==> src/rtl/sgmii_autoneg.sv <==
// SGMII MAC-side auto-negotiation sequencer.
// Parses /C/ and /I/ ordered sets from the PCS, counts matching words, and runs
// the restart / ability / ack / link-timer / idle handshake. The TX config word
// and the PHY-advertised link, speed and duplex fields are driven from here.
module sgmii_autoneg #(
  parameter int unsigned LINK_TIMER = 200000,
  parameter int unsigned TIMER_W    = 18,
  parameter logic [15:0] TX_ABILITY = 16'h0001
) (
  input  logic        clk_125mhz,
  input  logic        rst,
  input  logic        rx_sync,
  input  logic        rx_vld,
  input  logic [7:0]  rx_byte,
  input  logic        rx_is_k,
  input  logic        an_restart,
  output logic        tx_config_en,
  output logic [15:0] tx_config_word,
  output logic        sgmii_autoneg_done,
  output logic        link_up,
  output logic [1:0]  link_speed,
  output logic        link_duplex,
  output logic [2:0]  an_state
);

  typedef enum logic [2:0] {
    AN_RESTART     = 3'd0,
    ABILITY_DETECT = 3'd1,
    ACK_DETECT     = 3'd2,
    COMPLETE_ACK   = 3'd3,
    IDLE_DETECT    = 3'd4,
    LINK_OK        = 3'd5
  } an_state_e;

  typedef enum logic [1:0] {
    P_HUNT   = 2'd0,
    P_GOT_K  = 2'd1,
    P_CFG_LO = 2'd2,
    P_CFG_HI = 2'd3
  } parse_e;

  localparam logic [7:0]         K28_5    = 8'hBC;
  localparam logic [7:0]         D21_5    = 8'hB5;
  localparam logic [7:0]         D2_2     = 8'h42;
  localparam logic [7:0]         D5_6     = 8'hC5;
  localparam logic [7:0]         D16_2    = 8'h50;
  localparam logic [15:0]        ACK_BIT  = 16'h4000;
  // Word comparisons ignore the ack bit.
  localparam logic [15:0]        CMP_MASK = 16'hBFFF;
  localparam logic [TIMER_W-1:0] T_LAST   = TIMER_W'(LINK_TIMER - 1);

  // 2-bit counter increment that sticks at 3.
  function automatic logic [1:0] sat_inc(input logic [1:0] c);
    return (c == 2'd3) ? 2'd3 : c + 2'd1;
  endfunction

  // Parser state and event registers
  parse_e              parse_q, parse_d;
  logic [7:0]          cfg_lo_q, cfg_lo_d;
  logic                evt_c_q, evt_c_d;
  logic                evt_i_q, evt_i_d;
  logic [15:0]         evt_word_q, evt_word_d;

  // Match counters
  logic [1:0]          abil_cnt_q, abil_cnt_d, abil_upd;
  logic [1:0]          ack_cnt_q, ack_cnt_d, ack_upd;
  logic [1:0]          idle_cnt_q, idle_cnt_d, idle_upd;
  logic [15:0]         prev_word_q, prev_word_d;
  logic                word_eq_prev, word_eq_lat;
  logic                abil_match, ack_match, idle_match;

  // Main FSM
  an_state_e           state_q, state_d;
  logic [TIMER_W-1:0]  timer_q, timer_d;
  logic                timer_done, force_restart, state_chg, clr_cnt;
  logic [15:0]         lat_word_q;

  // Registered outputs
  logic                tx_en_q, tx_en_d;
  logic [15:0]         tx_word_q, tx_word_d;
  logic                done_q, done_d;
  logic                link_up_q, link_up_d;
  logic [1:0]          speed_q, speed_d;
  logic                duplex_q, duplex_d;

  // Ordered-set parser: walks K28.5 + D21.5/D2.2 + lo + hi for /C/, K28.5 + D5.6/D16.2 for /I/
  always_comb begin
    parse_d    = parse_q;
    cfg_lo_d   = cfg_lo_q;
    evt_c_d    = 1'b0;
    evt_i_d    = 1'b0;
    evt_word_d = evt_word_q;
    if (!rx_sync) begin
      parse_d = P_HUNT;
    end else if (rx_vld) begin
      case (parse_q)
        P_HUNT: begin
          if (rx_is_k && rx_byte == K28_5) parse_d = P_GOT_K;
        end
        P_GOT_K: begin
          if (rx_is_k) begin
            parse_d = (rx_byte == K28_5) ? P_GOT_K : P_HUNT;
          end else if (rx_byte == D21_5 || rx_byte == D2_2) begin
            parse_d = P_CFG_LO;
          end else if (rx_byte == D5_6 || rx_byte == D16_2) begin
            evt_i_d = 1'b1;
            parse_d = P_HUNT;
          end else begin
            parse_d = P_HUNT;
          end
        end
        P_CFG_LO: begin
          if (rx_is_k) begin
            parse_d = (rx_byte == K28_5) ? P_GOT_K : P_HUNT;
          end else begin
            cfg_lo_d = rx_byte;
            parse_d  = P_CFG_HI;
          end
        end
        P_CFG_HI: begin
          if (rx_is_k) begin
            parse_d = (rx_byte == K28_5) ? P_GOT_K : P_HUNT;
          end else begin
            evt_c_d    = 1'b1;
            evt_word_d = {rx_byte, cfg_lo_q};
            parse_d    = P_HUNT;
          end
        end
        default: parse_d = P_HUNT;
      endcase
    end
  end

  // Parser control registers
  always_ff @(posedge clk_125mhz) begin
    if (rst) begin
      parse_q <= P_HUNT;
      evt_c_q <= 1'b0;
      evt_i_q <= 1'b0;
    end else begin
      parse_q <= parse_d;
      evt_c_q <= evt_c_d;
      evt_i_q <= evt_i_d;
    end
  end

  // Parser data registers
  always_ff @(posedge clk_125mhz) begin
    cfg_lo_q   <= cfg_lo_d;
    evt_word_q <= evt_word_d;
  end

  // Counter update from the current event; matches are one-cycle pulses on that event
  always_comb begin
    word_eq_prev = ((evt_word_q ^ prev_word_q) & CMP_MASK) == 16'h0000;
    word_eq_lat  = ((evt_word_q ^ lat_word_q) & CMP_MASK) == 16'h0000;
    abil_upd     = abil_cnt_q;
    ack_upd      = ack_cnt_q;
    idle_upd     = idle_cnt_q;
    prev_word_d  = prev_word_q;
    if (evt_c_q) begin
      abil_upd    = word_eq_prev ? sat_inc(abil_cnt_q) : 2'd1;
      ack_upd     = evt_word_q[14] ? (word_eq_prev ? sat_inc(ack_cnt_q) : 2'd1) : 2'd0;
      idle_upd    = 2'd0;
      prev_word_d = evt_word_q;
    end else if (evt_i_q) begin
      idle_upd = sat_inc(idle_cnt_q);
    end
    abil_match = evt_c_q && (abil_upd == 2'd3);
    ack_match  = evt_c_q && (ack_upd == 2'd3);
    idle_match = evt_i_q && (idle_upd == 2'd3);
    abil_cnt_d = clr_cnt ? 2'd0 : abil_upd;
    ack_cnt_d  = clr_cnt ? 2'd0 : ack_upd;
    idle_cnt_d = clr_cnt ? 2'd0 : idle_upd;
  end

  // Counter registers
  always_ff @(posedge clk_125mhz) begin
    if (rst) begin
      abil_cnt_q  <= 2'd0;
      ack_cnt_q   <= 2'd0;
      idle_cnt_q  <= 2'd0;
      prev_word_q <= 16'h0000;
    end else begin
      abil_cnt_q  <= abil_cnt_d;
      ack_cnt_q   <= ack_cnt_d;
      idle_cnt_q  <= idle_cnt_d;
      prev_word_q <= prev_word_d;
    end
  end

  // FSM state register and link timer
  always_ff @(posedge clk_125mhz) begin
    if (rst) begin
      state_q <= AN_RESTART;
      timer_q <= '0;
    end else begin
      state_q <= state_d;
      timer_q <= timer_d;
    end
  end

  // Partner word captured when leaving ABILITY_DETECT; compared against acks later
  always_ff @(posedge clk_125mhz) begin
    if (state_q == ABILITY_DETECT && state_d == ACK_DETECT) lat_word_q <= evt_word_q;
  end

  // FSM next state; sync loss or an_restart override every state
  always_comb begin
    force_restart = !rx_sync || an_restart;
    timer_done    = (timer_q == T_LAST);
    state_d       = state_q;
    if (force_restart) begin
      state_d = AN_RESTART;
    end else begin
      case (state_q)
        AN_RESTART: begin
          if (timer_done) state_d = ABILITY_DETECT;
        end
        ABILITY_DETECT: begin
          if (abil_match && evt_word_q != 16'h0000) state_d = ACK_DETECT;
        end
        ACK_DETECT: begin
          if (ack_match && word_eq_lat)             state_d = COMPLETE_ACK;
          else if (ack_match)                       state_d = ABILITY_DETECT;
          else if (evt_c_q && evt_word_q == 16'h0)  state_d = AN_RESTART;
        end
        COMPLETE_ACK: begin
          if (evt_c_q && evt_word_q == 16'h0)       state_d = AN_RESTART;
          else if (timer_done)                      state_d = IDLE_DETECT;
        end
        IDLE_DETECT: begin
          if (abil_match)                           state_d = AN_RESTART;
          else if (timer_done && idle_match)        state_d = LINK_OK;
        end
        LINK_OK: begin
          if (abil_match)                           state_d = AN_RESTART;
        end
        default: state_d = AN_RESTART;
      endcase
    end
    // Timer restarts on every state entry (including a forced re-entry of AN_RESTART)
    state_chg = force_restart || (state_d != state_q);
    clr_cnt   = state_chg && (state_d == AN_RESTART);
    timer_d   = state_chg ? '0 : (timer_done ? timer_q : timer_q + TIMER_W'(1));
  end

  // FSM outputs, decoded from the next state so they land with the state change
  always_comb begin
    tx_en_d   = 1'b1;
    tx_word_d = 16'h0000;
    done_d    = 1'b0;
    link_up_d = 1'b0;
    speed_d   = 2'b00;
    duplex_d  = 1'b0;
    case (state_d)
      AN_RESTART:     tx_word_d = 16'h0000;
      ABILITY_DETECT: tx_word_d = TX_ABILITY;
      ACK_DETECT:     tx_word_d = TX_ABILITY | ACK_BIT;
      COMPLETE_ACK:   tx_word_d = TX_ABILITY | ACK_BIT;
      IDLE_DETECT: begin
        tx_en_d   = 1'b0;
        tx_word_d = TX_ABILITY | ACK_BIT;
      end
      LINK_OK: begin
        tx_en_d   = 1'b0;
        tx_word_d = TX_ABILITY | ACK_BIT;
        done_d    = 1'b1;
        link_up_d = lat_word_q[15];
        speed_d   = lat_word_q[11:10];
        duplex_d  = lat_word_q[12];
      end
      default: tx_word_d = 16'h0000;
    endcase
  end

  // Output registers
  always_ff @(posedge clk_125mhz) begin
    if (rst) begin
      tx_en_q   <= 1'b1;
      tx_word_q <= 16'h0000;
      done_q    <= 1'b0;
      link_up_q <= 1'b0;
      speed_q   <= 2'b00;
      duplex_q  <= 1'b0;
    end else begin
      tx_en_q   <= tx_en_d;
      tx_word_q <= tx_word_d;
      done_q    <= done_d;
      link_up_q <= link_up_d;
      speed_q   <= speed_d;
      duplex_q  <= duplex_d;
    end
  end

  assign tx_config_en       = tx_en_q;
  assign tx_config_word     = tx_word_q;
  assign sgmii_autoneg_done = done_q;
  assign link_up            = link_up_q;
  assign link_speed         = speed_q;
  assign link_duplex        = duplex_q;
  assign an_state           = state_q;

endmodule
==> config.mk <==
export PLATFORM = sky130hd
export DESIGN_NAME = sgmii_autoneg
export DESIGN_NICKNAME = d
export VERILOG_FILES = /design/src/rtl/sgmii_autoneg.sv
export SDC_FILE = /design/constraint.sdc
export NUM_CORES = 1
export LEC_CHECK = 0
export CORE_MARGIN = 8
export CORE_UTILIZATION = 57
export DETAILED_ROUTE_END_ITERATION = 16
export PLACE_DENSITY = 0.79
export SYNTH_ARGS = -nofsm -noshare
export SYNTH_HDL_FRONTEND = slang
export SYNTH_SLANG_ARGS = --single-unit
==> constraint.sdc <==
create_clock -name clk_125mhz -period 3 [get_ports clk_125mhz]
set_input_delay 0.45 -clock clk_125mhz [delete_from_list [all_inputs] [get_ports clk_125mhz]]
set_output_delay 0.45 -clock clk_125mhz [all_outputs]
set_load 0.01 [all_outputs]
==> impl_metrics.py <==
metrics = {
    "setup_path": {
        "reg2reg_from": "evt_word_q[6]",
        "timing.rr.end": "timer_q[4]",
        "max_stage_delay_ps": 490,
        "worst-setup-path-type": "flip-flop to flip-flop",
        "critPathSlowestCell": "edfxtp_1",
        "end_kind": "flip-flop",
        "ff2ff_setup_slack_ps": 230,
        "critPathBufInv": 0,
        "critical-path-top-delay-family": "simple AND/OR/NAND/NOR gates",
        "cp_cell_sequence": "xnor2_1, nand4_1, nor4_2, mux2i_1, a211oi_2, a2111oi_4, nand2_4, nor3_1",
        "crit_path_start_kind": "flip-flop",
        "cp.required_ps": 3290,
        "critPathMaxFanout": 18,
        "arrival_ps": 3060,
        "ff2ff_path_depth": 8,
    },
    "cts": {
        "post_cts_resized": 0,
        "cts_tree": "done",
        "cts_buffers": 9,
        "clk_latency_ps": 370,
        "h-tree-depth": 3,
        "cts.sinks": 93,
        "hold_buffers": 0,
        "cts_buffer_depth": 2,
        "cts-root-buf": "clkbuf_8",
        "post-cts-setup-buffers": 0,
        "clk_pin_slew_ps": 90,
    },
    "timing": {
        "setup_ws_ps": 231,
        "fin_worst_skew_ps": 9.66,
        "final.setup.tns_ps": 0,
        "worst_pin_slew_ps": 652,
        "rsz0062_at_grt": "false",
        "max_freq_mhz": 361,
        "slew_violations": 0,
        "post-route-period-util": 0.923,
        "finalHoldViolCount": 0,
        "relSlewSlack": 0.563,
        "setup_viol": 0,
        "fin_crit_ps": 2770,
    },
    "synth": {
        "synth.distinct_cells": 54,
        "ys_async_sr_fraction": 0,
        "ys_warn_count": 0,
        "synth_compound_area_frac": 0.0605,
        "yosysSeqAreaShare": 0.547,
        "syn_avg_cell_area_um2": 11.0,
        "yosys.area_share.adder": 0.00304,
        "synth-edff-count": 39,
        "muxShareOfSynthArea": 0.0389,
        "synth_top_family_by_area": "simple AND/OR/NAND/NOR gates",
        "synth_area_mm2": 0.00411,
        "synth_simple_gate_area_frac": 0.214,
        "synth_ff_type": "dfxtp_1",
        "synthXorXnorAreaFrac": 0.0937,
        "synth-seq-cells": 93,
        "synth_cells": 374,
    },
    "drt": {
        "via_per_inst": 5.45,
        "drt-initial-drc-count": 145,
        "wl_per_cell_um": 15.9,
        "first_pass_iters": 7,
        "drcViolationCount": 0,
        "drtAntennaViolNets": 0,
        "routed_wl_um": 8180,
        "vias": 2811,
    },
    "job": {
        "cap_violations": 0,
    },
    "global_routing": {
        "grt_max_degree": 19,
        "grtUsageTotal": 0.169,
        "grt_pass1_wl_um": 13300,
        "grt_pass1_vias": 2749,
        "overflow": 0,
        "antenna_found_initial": 0,
    },
    "die": {
        "die_h_um": 101,
        "chipWidth_um": 101,
        "initial_core_util": 0.576,
        "dieArea_mm2": 0.0102,
        "row_count": 31,
        "io_pins": 39,
        "placeableCoreArea_mm2": 0.00714,
    },
    "placed_design": {
        "post-place-ws_ps": 205,
        "numPortBuffers": 24,
        "dp_hpwl_um": 5960,
        "gp_congestion": 1.01,
    },
    "pwr": {
        "ir_drop_mv": 0.226,
        "power_leakage_nw": 1.51,
        "p_per_area_mw_per_mm2": 456,
    },
    "min_path": {
        "min_path_type": "flip-flop to flip-flop",
        "hp-start": "cfg_lo_q[7]",
        "whs_path_depth": 0,
        "min_to": "evt_word_q[7]",
    },
    "finish": {
        "syn2layout_area_growth_pct": 13.0,
        "antenna_cells": 0,
        "drive_above_1_share": 0.103,
        "seq_area_mm2": 0.00225,
        "fill_cells": 595,
        "final_net_count": 427,
        "multi_input_area_mm2": 0.00175,
    },
    "status": {
        "status": "finished, final reports clean",
    },
}
## worst register-to-register path, delay by kind of cell, from the launching register on
family / cells / cell delay [ps]
simple gates: 4 / 1200
xor+xnor: 1 / 180
mux: 1 / 330
flops: 1 / 490
compound gates: 2 / 490
## sequential cells by signal, summed over array words and instances, names as in the netlist, 3 cells and up
| name | flops |
|---|---|
| cfg_lo_q | 8 |
| lat_word_q | 15 |
| an_state | 3 |
| prev_word_q | 15 |
| evt_word_q | 16 |
| timer_q | 18 |
## layer usage
metal	part of all wire	GRT usage	vias up
met2	0.44	0.261	74
met4	0.020	0.0859	0
met1	0.50	0.222	1329
met5	0	0	-
met3	0.037	0.0304	10
li1	-	-	1398
## kinds of logic after synthesis
logic type / Yosys count
buffers and inverters: 30
adders and majority gates: 1
xor gates and xnor gates: 44
DFF: 93
muxes: 16
other: 1
AOI/OAI and AO/OA: 32
and+or+nand+nor: 157
## Yosys cell counts, drive strengths merged (3+ instances only)
| cell | count | area (um2) |
|---|---|---|
| nor4b | 3 | 41.3 |
| nand4 | 13 | 81.3 |
| xor2 | 24 | 210 |
| xnor2 | 20 | 175 |
| nand2b | 3 | 18.8 |
| dfxtp | 54 | 1080 |
| and4 | 4 | 35.0 |
| edfxtp | 39 | 1170 |
| and2 | 3 | 18.8 |
| or2 | 3 | 18.8 |
| buf | 18 | 125 |
| o21ai | 6 | 30.0 |
| nor4 | 13 | 103 |
| a21oi | 12 | 63.8 |
| and3 | 6 | 37.5 |
| nand2 | 20 | 77.6 |
| nor3 | 15 | 91.3 |
| nor2 | 49 | 186 |
| nand3 | 11 | 55.1 |
| inv | 9 | 33.8 |
| a31oi | 3 | 18.8 |
| clkbuf | 3 | 11.3 |
| mux2i | 16 | 160 |
| a211oi | 3 | 45.0 |
## placed cells by master (no fill, tap or decap), types with 9 or more instances in the layout
master            n
buf_4            11
nor4_1           11
xnor2_1          20
nand3_1          11
xor2_1           24
nand4_1          13
edfxtp_1         39
nand2_1          19
inv_1             9
clkbuf_8          9
a21oi_1          11
mux2i_1          16
nor3_1           13
clkdlybuf4s50_1  24
nor2_1           48
dfxtp_1          54
conb_1           14
## final cells by class
type                    count  area share
multi-input cells         264       0.375
well taps                  99      0.0266
inverters                   9     0.00726
flip-flops and latches     93       0.484
clock inverters             7      0.0105
clock buffers               9      0.0266
repair buffers             35      0.0694
## worst max-delay path by stage
stage	start	end	slack [ps]	cells after the start
final	evt_word_q[6]	timer_q[4]	230	8
after global routing	evt_word_q[9]	timer_q[4]	30	8
after CTS	evt_word_q[9]	timer_q[4]	190	8
after detailed placement	evt_word_q[5]	timer_q[4]	200	8
after global placement	evt_word_q[5]	timer_q[4]	300	8
after floorplan	evt_word_q[5]	lat_word_q[0]	530	5
## metrics by stage
step / area, um2 / utilization / total power [mW] / hold slack [ps] / cells
6_report: 4650 / 0.652 / 2.12 / 427 / 516
5_1_grt: 4650 / 0.652 / 2.19 / 433 / 516
4_1_cts: 4650 / 0.651 / 2.14 / 426 / 516
3_5_place_dp: 4470 / 0.627 / 1.40 / 406 / 500
3_3_place_gp: 4470 / 0.627 / 1.40 / 400 / 500
2_1_floorplan: 4160 / - / 1.38 / 400 / 387
## power breakdown
| part | leakage [nW] | switching (mW) | internal [mW] |
|---|---|---|---|
| Clock | 0.0859 | 0.447 | 0.303 |
| Combinational | 0.636 | 0.0351 | 0.0247 |
| Sequential | 0.785 | 0.00118 | 1.31 |
(Power assumes the default switching activity.)
